`src/rtl/glb_dram_xfer_engine.sv`:
```
// DRAM <-> GLB burst transfer engine: LOAD streams DRAM beats into a GLB channel and
// STORE streams GLB reads out to DRAM, both through one shared circular FIFO.
module glb_dram_xfer_engine #(
    parameter  int DATA_WIDTH = 64,
    parameter  int DEPTH      = 16,
    parameter  int NUM_CH     = 4,
    parameter  int ADDR_WIDTH = 20,
    parameter  int LEN_WIDTH  = 16,
    localparam int CH_W       = (NUM_CH > 1) ? $clog2(NUM_CH) : 1,
    localparam int PW         = $clog2(DEPTH) + 1
) (
    input  logic                  core_clk,
    input  logic                  core_reset,
    input  logic                  start,
    input  logic                  dir,
    input  logic [CH_W-1:0]       ch_sel,
    input  logic [ADDR_WIDTH-1:0] base_address,
    input  logic [ADDR_WIDTH-1:0] stride,
    input  logic [LEN_WIDTH-1:0]  length,
    output logic                  busy,
    output logic                  done,
    input  logic                  dram_in_valid,
    output logic                  dram_in_ready,
    input  logic [DATA_WIDTH-1:0] dram_in_data,
    output logic                  dram_out_valid,
    input  logic                  dram_out_ready,
    output logic [DATA_WIDTH-1:0] dram_out_data,
    output logic [NUM_CH-1:0]     glb_w_en,
    output logic [ADDR_WIDTH-1:0] glb_waddr,
    output logic [DATA_WIDTH-1:0] glb_wdata,
    output logic                  glb_r_en,
    output logic [ADDR_WIDTH-1:0] glb_raddr,
    input  logic [DATA_WIDTH-1:0] glb_rdata,
    output logic [PW-1:0]         fifo_count
);

    typedef enum logic [1:0] {S_IDLE, S_LOAD, S_STORE, S_DONE} state_t;

    state_t                state;
    logic [CH_W-1:0]       ch_q;
    logic [ADDR_WIDTH-1:0] stride_q;
    logic [ADDR_WIDTH-1:0] addr_q;
    logic [LEN_WIDTH-1:0]  len_q;
    logic [LEN_WIDTH-1:0]  in_cnt;
    logic [LEN_WIDTH-1:0]  out_cnt;

    logic [DATA_WIDTH-1:0] mem [DEPTH];
    logic [PW-1:0]         wr_ptr;
    logic [PW-1:0]         rd_ptr;
    logic [PW-1:0]         count;
    logic [PW:0]           occupancy;
    logic                  full;
    logic                  empty;
    logic                  rd_pending;

    logic                  load_st;
    logic                  store_st;
    logic                  in_left;
    logic                  credit_ok;
    logic                  wr_fire;
    logic                  dram_in_fire;
    logic                  push;
    logic                  push_ok;
    logic                  pop;
    logic                  last_pop;
    logic [DATA_WIDTH-1:0] push_data;
    logic [DATA_WIDTH-1:0] head;

    assign count     = wr_ptr - rd_ptr;
    assign empty     = (wr_ptr == rd_ptr);
    assign full      = (wr_ptr[PW-1] != rd_ptr[PW-1]) && (wr_ptr[PW-2:0] == rd_ptr[PW-2:0]);
    assign head      = mem[rd_ptr[PW-2:0]];
    assign fifo_count = count;

    assign load_st   = (state == S_LOAD);
    assign store_st  = (state == S_STORE);
    assign in_left   = (in_cnt < len_q);

    // A read in flight already owns a FIFO slot, so it counts against the space left.
    assign occupancy = {1'b0, count} + {{PW{1'b0}}, rd_pending};
    assign credit_ok = (occupancy < (PW+1)'(DEPTH));

    assign dram_in_ready  = load_st && !full && in_left;
    assign dram_in_fire   = dram_in_valid && dram_in_ready;
    assign wr_fire        = load_st && !empty;
    assign glb_r_en       = store_st && in_left && credit_ok;
    assign dram_out_valid = store_st && !empty;

    assign push      = dram_in_fire || (store_st && rd_pending);
    assign push_data = store_st ? glb_rdata : dram_in_data;
    assign pop       = wr_fire || (dram_out_valid && dram_out_ready);
    assign push_ok   = push && (!full || pop);
    assign last_pop  = pop && ((out_cnt + LEN_WIDTH'(1)) == len_q);

    assign glb_w_en      = wr_fire ? (NUM_CH'(1) << ch_q) : '0;
    assign glb_wdata     = wr_fire ? head : '0;
    assign glb_waddr     = load_st ? addr_q : '0;
    assign glb_raddr     = store_st ? addr_q : '0;
    assign dram_out_data = dram_out_valid ? head : '0;

    assign busy = (state != S_IDLE);
    assign done = (state == S_DONE);

    always_ff @(posedge core_clk) begin
        if (push_ok && !core_reset) begin
            mem[wr_ptr[PW-2:0]] <= push_data;
        end
    end

    always_ff @(posedge core_clk) begin
        if (core_reset) begin
            state      <= S_IDLE;
            ch_q       <= '0;
            stride_q   <= '0;
            addr_q     <= '0;
            len_q      <= '0;
            in_cnt     <= '0;
            out_cnt    <= '0;
            wr_ptr     <= '0;
            rd_ptr     <= '0;
            rd_pending <= 1'b0;
        end else begin
            rd_pending <= glb_r_en;
            if (push_ok) wr_ptr <= wr_ptr + PW'(1);
            if (pop)     rd_ptr <= rd_ptr + PW'(1);

            // addr_q serves as the write address in LOAD and the read address in STORE.
            case (state)
                S_IDLE: begin
                    if (start) begin
                        ch_q     <= ch_sel;
                        stride_q <= stride;
                        addr_q   <= base_address;
                        len_q    <= length;
                        in_cnt   <= '0;
                        out_cnt  <= '0;
                        if (length == '0) state <= S_DONE;
                        else if (dir)     state <= S_STORE;
                        else              state <= S_LOAD;
                    end
                end
                S_LOAD: begin
                    if (dram_in_fire) in_cnt <= in_cnt + LEN_WIDTH'(1);
                    if (pop) begin
                        out_cnt <= out_cnt + LEN_WIDTH'(1);
                        addr_q  <= addr_q + stride_q;
                    end
                    if (last_pop) state <= S_DONE;
                end
                S_STORE: begin
                    if (glb_r_en) begin
                        in_cnt <= in_cnt + LEN_WIDTH'(1);
                        addr_q <= addr_q + stride_q;
                    end
                    if (pop) out_cnt <= out_cnt + LEN_WIDTH'(1);
                    if (last_pop) state <= S_DONE;
                end
                S_DONE:  state <= S_IDLE;
                default: state <= S_IDLE;
            endcase
        end
    end

endmodule

```
`config.mk`:
```
export PLATFORM = sky130hd
export DESIGN_NAME = glb_dram_xfer_engine
export DESIGN_NICKNAME = d
export VERILOG_FILES = /design/src/rtl/glb_dram_xfer_engine.sv
export SDC_FILE = /design/constraint.sdc
export NUM_CORES = 1
export LEC_CHECK = 0
export ABC_AREA = 1
export BUFFER_PORTS_ARGS = -buffer_cell sky130_fd_sc_hd__buf_4
export CAP_MARGIN = 20
export CORE_MARGIN = 2
export CORE_UTILIZATION = 50
export DETAILED_ROUTE_END_ITERATION = 8
export GPL_ROUTABILITY_DRIVEN = 0
export GPL_TIMING_DRIVEN = 0
export PLACE_DENSITY_LB_ADDON = 0.08
export SLEW_MARGIN = 15
export SYNTH_ARGS = -nofsm -noshare
export SYNTH_HDL_FRONTEND = slang
export SYNTH_SLANG_ARGS = --single-unit
```
`constraint.sdc`:
```
create_clock -name core_clk -period 5.6 [get_ports core_clk]
set_input_delay 1.12 -clock core_clk [delete_from_list [all_inputs] [get_ports core_clk]]
set_output_delay 1.12 -clock core_clk [all_outputs]
set_load 0.02 [all_outputs]
```
-- Word level (Yosys, flattened, before mapping)
Memories as Yosys holds them, arrays and structs flattened. A register that Yosys moved wholly into a read port is not among the register bits.
Index checks and enable logic that the tools add are counted.
- register bits after elaboration: 103
- bits in writable memories: 1024
- input port bits: 192
- output and inout port bits: 182
- memories kept: 1
- memories (memory ; words ; width ; read ports ; clocked after Yosys merged registers in ; wr ports ; line ; source):
    mem ; 16 ; 64 ; 1 ; 1 ; 1 ; 47 ; logic [DATA_WIDTH-1:0] mem [DEPTH];
- add/sub/neg operators: 7
- magnitude comparators: 2
- equality and inequality tests: 13
- shift-type cells: 1
- multiplexer cells: 25
- reduce and logical (&&, ||, !) cells: 30
- operator list (kind ; number):
    64-bit 2-to-1 mux ; 3
    20-bit 2-to-1 mux ; 5
    16-bit 2-to-1 mux ; 4
    20-bit case mux with 3 select lines ; 1
    16-bit case mux with 3 select lines ; 1
    16-bit by 1-bit adder with 16-bit output (second input constant) ; 2
    16-bit case mux with 2 select lines ; 1
    20-bit adder ; 1
    16-bit equality test ; 1
    16-bit zero test ; 1
    16-bit less-than comparator ; 1
    1-bit logical AND ; 13
    4-bit 2-to-1 mux ; 3
    5-bit by 1-bit adder with 5-bit output (second input constant) ; 2
    2-bit 2-to-1 mux ; 4
    2-bit by 1-bit inequality test with 1-bit output (second input constant) ; 4
    4-bit AND reduction ; 2
    5-bit by 1-bit adder with 6-bit output ; 1
    6-bit by 5-bit less-than comparator with 1-bit output (second input constant) ; 1
    2-bit case mux with 3 select lines ; 1
    5-bit equality test ; 1
    5-bit subtractor ; 1
    2-bit equality test (second input constant) ; 2
    4-bit equality test ; 1
    13 further kinds ; 21

-- Logic depth before layout (Yosys ltp)
Gate-level depths: netlist of run 1.
- depth after elaboration: 11
- gate-level depth with buffers: 16

-- Worst setup path before layout of run 1
OpenSTA, ideal clock, no wires.
- path type: input -> register
- start point: in dram_out_ready
- end point: mem mem[0][0] (enable)
- data arrival time: 4.622 ns
- data required time: 5.114 ns
- path slack: 0.492 ns
- stages: 8
- path buffers: 0
- cells stage by stage: nand3_1 nand2_2 clkinv_1 nand2_1 nand2_2 nor2_2 nand2_1 nor2_1
- cells in the longest elaborated chain, start to end: 7
- ends and longest elaborated chain (item ; line ; source):
    start, declared ; 26 ; input logic dram_out_ready,
    1-bit logical AND ; 91 ; assign pop = wr_fire || (dram_out_valid && dram_out_ready);
    1-bit logical OR ; 91 ;
    1-bit logical OR ; 92 ; assign push_ok = push && (!full || pop);
    1-bit logical AND ; 92 ;
    1-bit logical AND ; 105 ; if (push_ok && !core_reset) begin
    1-bit 2-to-1 mux ; 105 ;
    1-bit 2-to-1 mux (implied by the code) ; 106 ; mem[wr_ptr[PW-2:0]] <= push_data;
    end, declared ; 47 ;
No other way between the ends.

==> results.sh, run 1 <==
export IMPL_crit_required_ns=4.48
export IMPL_fin_nets=5069
export IMPL_p_sw_frac=0.367
export IMPL_drc=0
export IMPL_internal_power_mw=17.4
export IMPL_end_kind="output pin"
export IMPL_seqPwrFrac=0.386
export IMPL_hp_class="flop to flop"
export IMPL_ir_worst_vdd_v=0.000273
export IMPL_antenna_found_initial=3
export IMPL_finalCriticalPeriod_ns=5.31
export IMPL_clock_path_buffers=3
export IMPL_clockRootBuffer="clkbuf_16"
export IMPL_async_flop_share=0
export IMPL_run_status="finished, final reports clean"
export IMPL_power_switching_mw=10.1
export IMPL_fin_skew_ns=0.0317
export IMPL_crit_buf_inv=4
export IMPL_finalMaxSlewViolations=0
export IMPL_worstPathCellList="clkbuf_1, clkbuf_1, o211ai_1, nand2_1, inv_1, nor2_1, buf_4"
export IMPL_via_per_inst=5.74
export IMPL_first_pass_iters=9
export IMPL_initial_core_util=0.503
export IMPL_cts_hold_buf=0
export IMPL_synth_xor_area_share=0.00345
export IMPL_synth_top_cell_by_area="edfxtp_1"
export IMPL_num_rows=115
export IMPL_routed_wirelength_mm=155
export IMPL_synth_flop_cell="edfxtp_1"
export IMPL_crit_path_start_kind="flop"
export IMPL_total_power_mw=27.4
export IMPL_wl_per_cell_um=25.0
export IMPL_die_x_um=318
export IMPL_synth_edff_count=1024
export IMPL_grt_pass1_wl_mm=223
export IMPL_syn_area_per_cell_um2=11.6
export IMPL_p_per_area_nw_per_um2=464
export IMPL_cp_common_cell="clkbuf_1"
export IMPL_drt_iter0_markers=4009
export IMPL_final_util=0.602
export IMPL_synth_seq_cells=1131
export IMPL_synthTopCellsByArea="edfxtp_1 62%, mux2i_1 5.2%, nand2_1 4.4%"
export IMPL_grt_ovfl_total=0
export IMPL_synthesis_nets=4516
export IMPL_cts_num_sinks=1131
export IMPL_hold_violations=0
export IMPL_grt_start_max_net_pins=20
export IMPL_yosys_area_share_simple=0.0907
export IMPL_dieArea_um2=101000
export IMPL_ys_warn_count=0
export IMPL_synth_area_um2=49400
export IMPL_cts_tree="built"
export IMPL_critPathMaxFanout=10
export IMPL_p_comb_frac=0.337
export IMPL_grt_pass1_vias=33600
export IMPL_h_tree_depth=3
export IMPL_dp_hpwl_mm=107
export IMPL_critPathKind="flop to output pin"
export IMPL_port_buffers=372
export IMPL_core_area_um2=98100
export IMPL_synth_adder_area_share=0.0135
export IMPL_crit_slowest_cell="dfxtp_1"
export IMPL_synth_seq_area_share=0.666
export IMPL_place_area_um2=55400
export IMPL_final_cells=6213
export IMPL_max_slew_margin=0.212
export IMPL_timing_final_crit_share=0.947
export IMPL_final_cell_area_um2=59100
export IMPL_dieHeight_um=318
export IMPL_max_cap_violations=0
export IMPL_cts_made_buffers=115
export IMPL_synth_compound_area_share=0.118
export IMPL_clock_latency_ns=0.71
export IMPL_grt_use_total=0.301
export IMPL_finalSetupViolations=0
export IMPL_pwr_share_clk=0.277
export IMPL_drive_gt1_frac=0.143
export IMPL_syn_inst=4272
export IMPL_crit_family="buffers and inverters"
export IMPL_arrival_ns=4.19
export IMPL_synth_mux_area_frac=0.0519
export IMPL_antenna_left=0
export IMPL_synth_top_cells_by_count="1024 x edfxtp_1, 578 x nand2_1, 458 x inv_1, 376 x o21ai_0, 354 x a21oi_1"
export IMPL_rsz0062_at_grt="false"
export IMPL_ys_types=53
export IMPL_fmaxAchievable_mhz=188
export IMPL_yosysMostFrequentCell="edfxtp_1"
export IMPL_tightest_slew_ns=1.18
export IMPL_cp_slowest_stage_delay_ns=0.90
export IMPL_synth_top_cell_area_share=0.623
export IMPL_p_leak_nw=21.8
export IMPL_synth_top_family_by_area="compound AO/OA/AOI/OAI gates"
export IMPL_dp_cells=5996
export IMPL_io_pin_count=374
export IMPL_areaGrowthSynthToFinish_pct=19.7
export IMPL_num_vias=35700
export IMPL_clkTransAtPathRegs_ns=0.06
==> layer usage <==
| metal | share of wire | track usage | wire (µm) |
|---|---|---|---|
| met2 | 0.48 | 0.493 | 73900 |
| met4 | 0.029 | 0.0966 | 4470 |
| met3 | 0.086 | 0.0486 | 13400 |
| met1 | 0.41 | 0.412 | 63300 |
| met5 | 0 | 0 | 0 |
==> power groups by stage <==
stage / Clock (mW) / Combinational, mW / Sequential (mW)
2_1_floorplan: 0 / 5.66 / 10.7
3_3_place_gp: 0 / 9.00 / 10.8
3_5_place_dp: 0 / 9.14 / 10.8
4_1_cts: 7.65 / 9.18 / 10.6
5_1_grt: 8.01 / 10.0 / 10.6
6_report: 7.61 / 9.24 / 10.6
==> timing repair <==
action,CTS,global route
setup endpoints to repair,0,3
resized for setup,0,0
buffers inserted,0,0
==> cell usage in the layout, fill, tap and decap left out, drive strengths merged, types with 3 or more instances in the layout <==
cell / n
a21o: 3
a21oi: 356
a22oi: 3
a32oi: 8
buf: 499
bufinv: 8
clkbuf: 338
clkinv: 53
clkinvlp: 3
dfxtp: 107
edfxtp: 1024
ha: 50
inv: 466
mux2i: 255
nand2: 588
nand3: 177
nand3b: 3
nand4: 16
nor2: 271
nor3: 15
nor3b: 3
nor4: 7
o211ai: 254
o21a: 4
o21ai: 378
or2: 4
xnor2: 6
xor2: 10
==> cells by family (layout without fill, tap and decap cells) <==
kind of cell | after synthesis | after routing
buffers and inverters | 715 | 1367
adders and majority gates | 52 | 52
muxes | 256 | 256
other | 0 | 2
DFF | 1131 | 1131
xor gates and xnor gates | 17 | 17
AOI/OAI and AO/OA | 1015 | 1015
and+or+nand+nor | 1086 | 1086
==> registers in the layout, indices dropped and copies added (netlist names), 2 cells and up, named ones only <==
| signal | count |
|---|---|
| ch_q | 2 |
| wr_ptr | 5 |
| stride_q | 20 |
| out_cnt | 16 |
| state | 2 |
| mem | 1024 |
| len_q | 16 |
| in_cnt | 16 |
| rd_ptr | 5 |
| addr_q | 20 |
==> stage by stage <==
| stage | setup WS [ns] | hold WS [ns] | TNS, ns |
|---|---|---|---|
| 6_report | 0.295 | 0.491 | 0 |
| 5_1_grt | 0.198 | 0.516 | 0 |
| 4_1_cts | 0.131 | 0.491 | 0 |
| 3_5_place_dp | 0.774 | 0.480 | 0 |
| 3_3_place_gp | -4.76 | 0.473 | -4312.40 |
| 2_1_floorplan | 0.492 | 0.456 | 0 |
==> final cells by class <==
class	instances	area [µm²]
well taps	1287	1610
clock buffers	151	3180
inverters	465	1750
plain buffers	249	1050
fillers	8015	39000
repair buffers	437	4260
clock inverters	65	538
flip-flops and latches	1131	32900
multi-input cells	2426	13800
diodes	2	5.00
==> tightest hold or removal path: cells and delay by family, from the launching register on <==
| family | cells | cell delay [ns] |
|---|---|---|
| AND/OR/NAND/NOR | 1 | 0.07 |
| AO/OA/AOI/OAI | 1 | 0.05 |
| flip-flops | 1 | 0.33 |
==> path summary, 6_finish.rpt <==
check / depth (start not counted) / startpoint / to / slack (ns)
setup / recovery: 7 / flop / glb_wdata[11] / 0.29
hold / removal: 2 / out_cnt[1] / out_cnt[1] / 0.49
hold reg to reg: 2 / out_cnt[1] / out_cnt[1] / 0.49
setup reg to reg: 16 / wr_ptr[0] / mem[13][55] / 0.79
Power figures use the tool's default switching activity.
==> inputs of run 2 (changes only) <==
- CTS_CLUSTER_SIZE: not set -> 14
- SETUP_SLACK_MARGIN: not set -> 0.02
- clock period: 5.6 -> 6.1 ns (I/O delays scaled with it)
==> results.sh, run 2 (synthesis results as in run 1) <==
export IMPL_end_kind="output pin"
export IMPL_p_per_area_nw_per_um2=426
export IMPL_tightest_slew_ns=1.18
export IMPL_hp_class="flop to flop"
export IMPL_tns_ns=0
export IMPL_core_area_um2=98100
export IMPL_first_pass_iters=6
export IMPL_internal_power_mw=15.9
export IMPL_routed_wirelength_mm=155
export IMPL_run_status="finished, final reports clean"
export IMPL_fmaxAchievable_mhz=179
export IMPL_worstPathCellList="clkbuf_1, clkbuf_1, clkbuf_1, o211ai_1, nand2_1, inv_1, nor2_1, buf_4"
export IMPL_grt_start_max_net_pins=20
export IMPL_crit_path_start_kind="flop"
export IMPL_crit_buf_inv=5
export IMPL_drive_gt1_frac=0.143
export IMPL_rsz0062_at_grt="false"
export IMPL_dp_hpwl_mm=107
export IMPL_crit_required_ns=4.88
export IMPL_cts_num_sinks=1131
export IMPL_io_pin_count=374
export IMPL_largest_reg_flops=1024
export IMPL_fin_nets=5070
export IMPL_initial_core_util=0.503
export IMPL_crit_family="buffers and inverters"
export IMPL_num_rows=115
export IMPL_dieArea_um2=101000
export IMPL_finalSetupViolations=0
export IMPL_num_vias=35600
export IMPL_hold_violations=0
export IMPL_grt_pass1_wl_mm=223
export IMPL_seqPwrFrac=0.386
export IMPL_clockRootBuffer="clkbuf_16"
export IMPL_crit_slowest_cell="clkbuf_1"
export IMPL_cts_hold_buf=0
export IMPL_max_cap_violations=0
export IMPL_p_comb_frac=0.337
export IMPL_cp_common_cell="clkbuf_1"
export IMPL_drc=0
export IMPL_die_x_um=318
export IMPL_grt_pass1_vias=33600
export IMPL_cts_made_buffers=115
export IMPL_ir_worst_vdd_v=0.000252
export IMPL_timing_final_crit_share=0.917
export IMPL_finalCriticalPeriod_ns=5.60
export IMPL_port_buffers=372
export IMPL_clkTransAtPathRegs_ns=0.06
export IMPL_critPathMaxFanout=10
export IMPL_pwr_share_clk=0.277
export IMPL_fin_skew_ns=0.0304
export IMPL_final_common_cell="edfxtp_1"
export IMPL_cts_tree="built"
export IMPL_max_slew_margin=0.216
export IMPL_p_sw_frac=0.367
export IMPL_areaGrowthSynthToFinish_pct=19.7
export IMPL_critPathKind="flop to output pin"
export IMPL_clock_path_buffers=3
export IMPL_grt_ovfl_total=0
export IMPL_total_power_mw=25.2
export IMPL_drt_iter0_markers=3987
export IMPL_wl_per_cell_um=24.9
export IMPL_cp_slowest_stage_delay_ns=0.88
export IMPL_p_leak_nw=21.8
export IMPL_cts_resized_gates=0
export IMPL_power_switching_mw=9.25
export IMPL_arrival_ns=4.38
export IMPL_antenna_left=0
export IMPL_finalMaxSlewViolations=0
export IMPL_via_per_inst=5.73
export IMPL_clock_latency_ns=0.71
export IMPL_num_fill_cells=8017
export IMPL_cts_setup_buffers=0
export IMPL_mostFrequentLayoutCells="1024 x edfxtp_1, 578 x nand2_1, 458 x inv_1, 376 x o21ai_0, 374 x buf_4"
export IMPL_antenna_found_initial=3
export IMPL_grt_use_total=0.301
export IMPL_h_tree_depth=3
export IMPL_dieHeight_um=318
[run 2: changes by cell type in the layout (fill, tap and decap cells not counted)]
cell      previous run  this run
clkbuf_1           203       204
[run 2: worst register-to-register path, delay by kind of cell (launching register included)]
kind | cells | cell delay, ns
AND/OR/NAND/NOR | 10 | 2.62
flip-flops | 1 | 0.41
buffers and inverters | 5 | 1.13
adder cells (fa/ha/maj) | 1 | 0.35
[run 2: path summary, 6_finish.rpt]
check / start / endpoint / slack (ns) / cells past startpoint
setup / recovery: flop / glb_wdata[11] / 0.50 / 8
hold / removal: out_cnt[1] / out_cnt[1] / 0.49 / 2
setup reg to reg: wr_ptr[0] / mem[13][53] / 1.30 / 16
hold reg to reg: out_cnt[1] / out_cnt[1] / 0.49 / 2
[run 2: power by group through the flow]
stage	Clock, mW	Sequential [mW]	Combinational [mW]
floorplan	0	9.79	5.19
global placement	0	9.89	8.26
detailed placement	0	9.88	8.39
CTS	7.02	9.72	8.43
global route	7.35	9.75	9.21
finish	6.98	9.72	8.49
[run 2: metrics by stage]
stage	setup slack [ns]	util	hold slack [ns]	instance area [µm²]	instances
2_1_floorplan	0.892	-	0.456	49400	4272
5_1_grt	0.358	0.602	0.516	59100	6213
6_report	0.504	0.602	0.491	59100	6214
3_5_place_dp	1.27	0.564	0.480	55400	5996
3_3_place_gp	-4.26	0.548	0.473	53800	5931
4_1_cts	0.531	0.602	0.491	59100	6212
[run 2: area by class of cell]
cell class,instances,area [µm²],area share
clock buffers,151,3180,0.0538
plain buffers,250,1060,0.0179
inverters,465,1750,0.0295
flip-flops and latches,1131,32900,0.557
repair buffers,437,4260,0.0720
multi-input cells,2426,13800,0.234
well taps,1287,1610,0.0272
diodes,2,5.00,0.0000847
clock inverters,65,538,0.00910
[run 2: per-layer routing]
| metal | vias up | GRT usage | share of wire |
|---|---|---|---|
| li1 | 16300 | - | - |
| met1 | 17400 | 0.412 | 0.41 |
| met2 | 1622 | 0.493 | 0.48 |
| met3 | 279 | 0.0486 | 0.085 |
| met4 | 0 | 0.0966 | 0.030 |
| met5 | - | 0 | 0 |
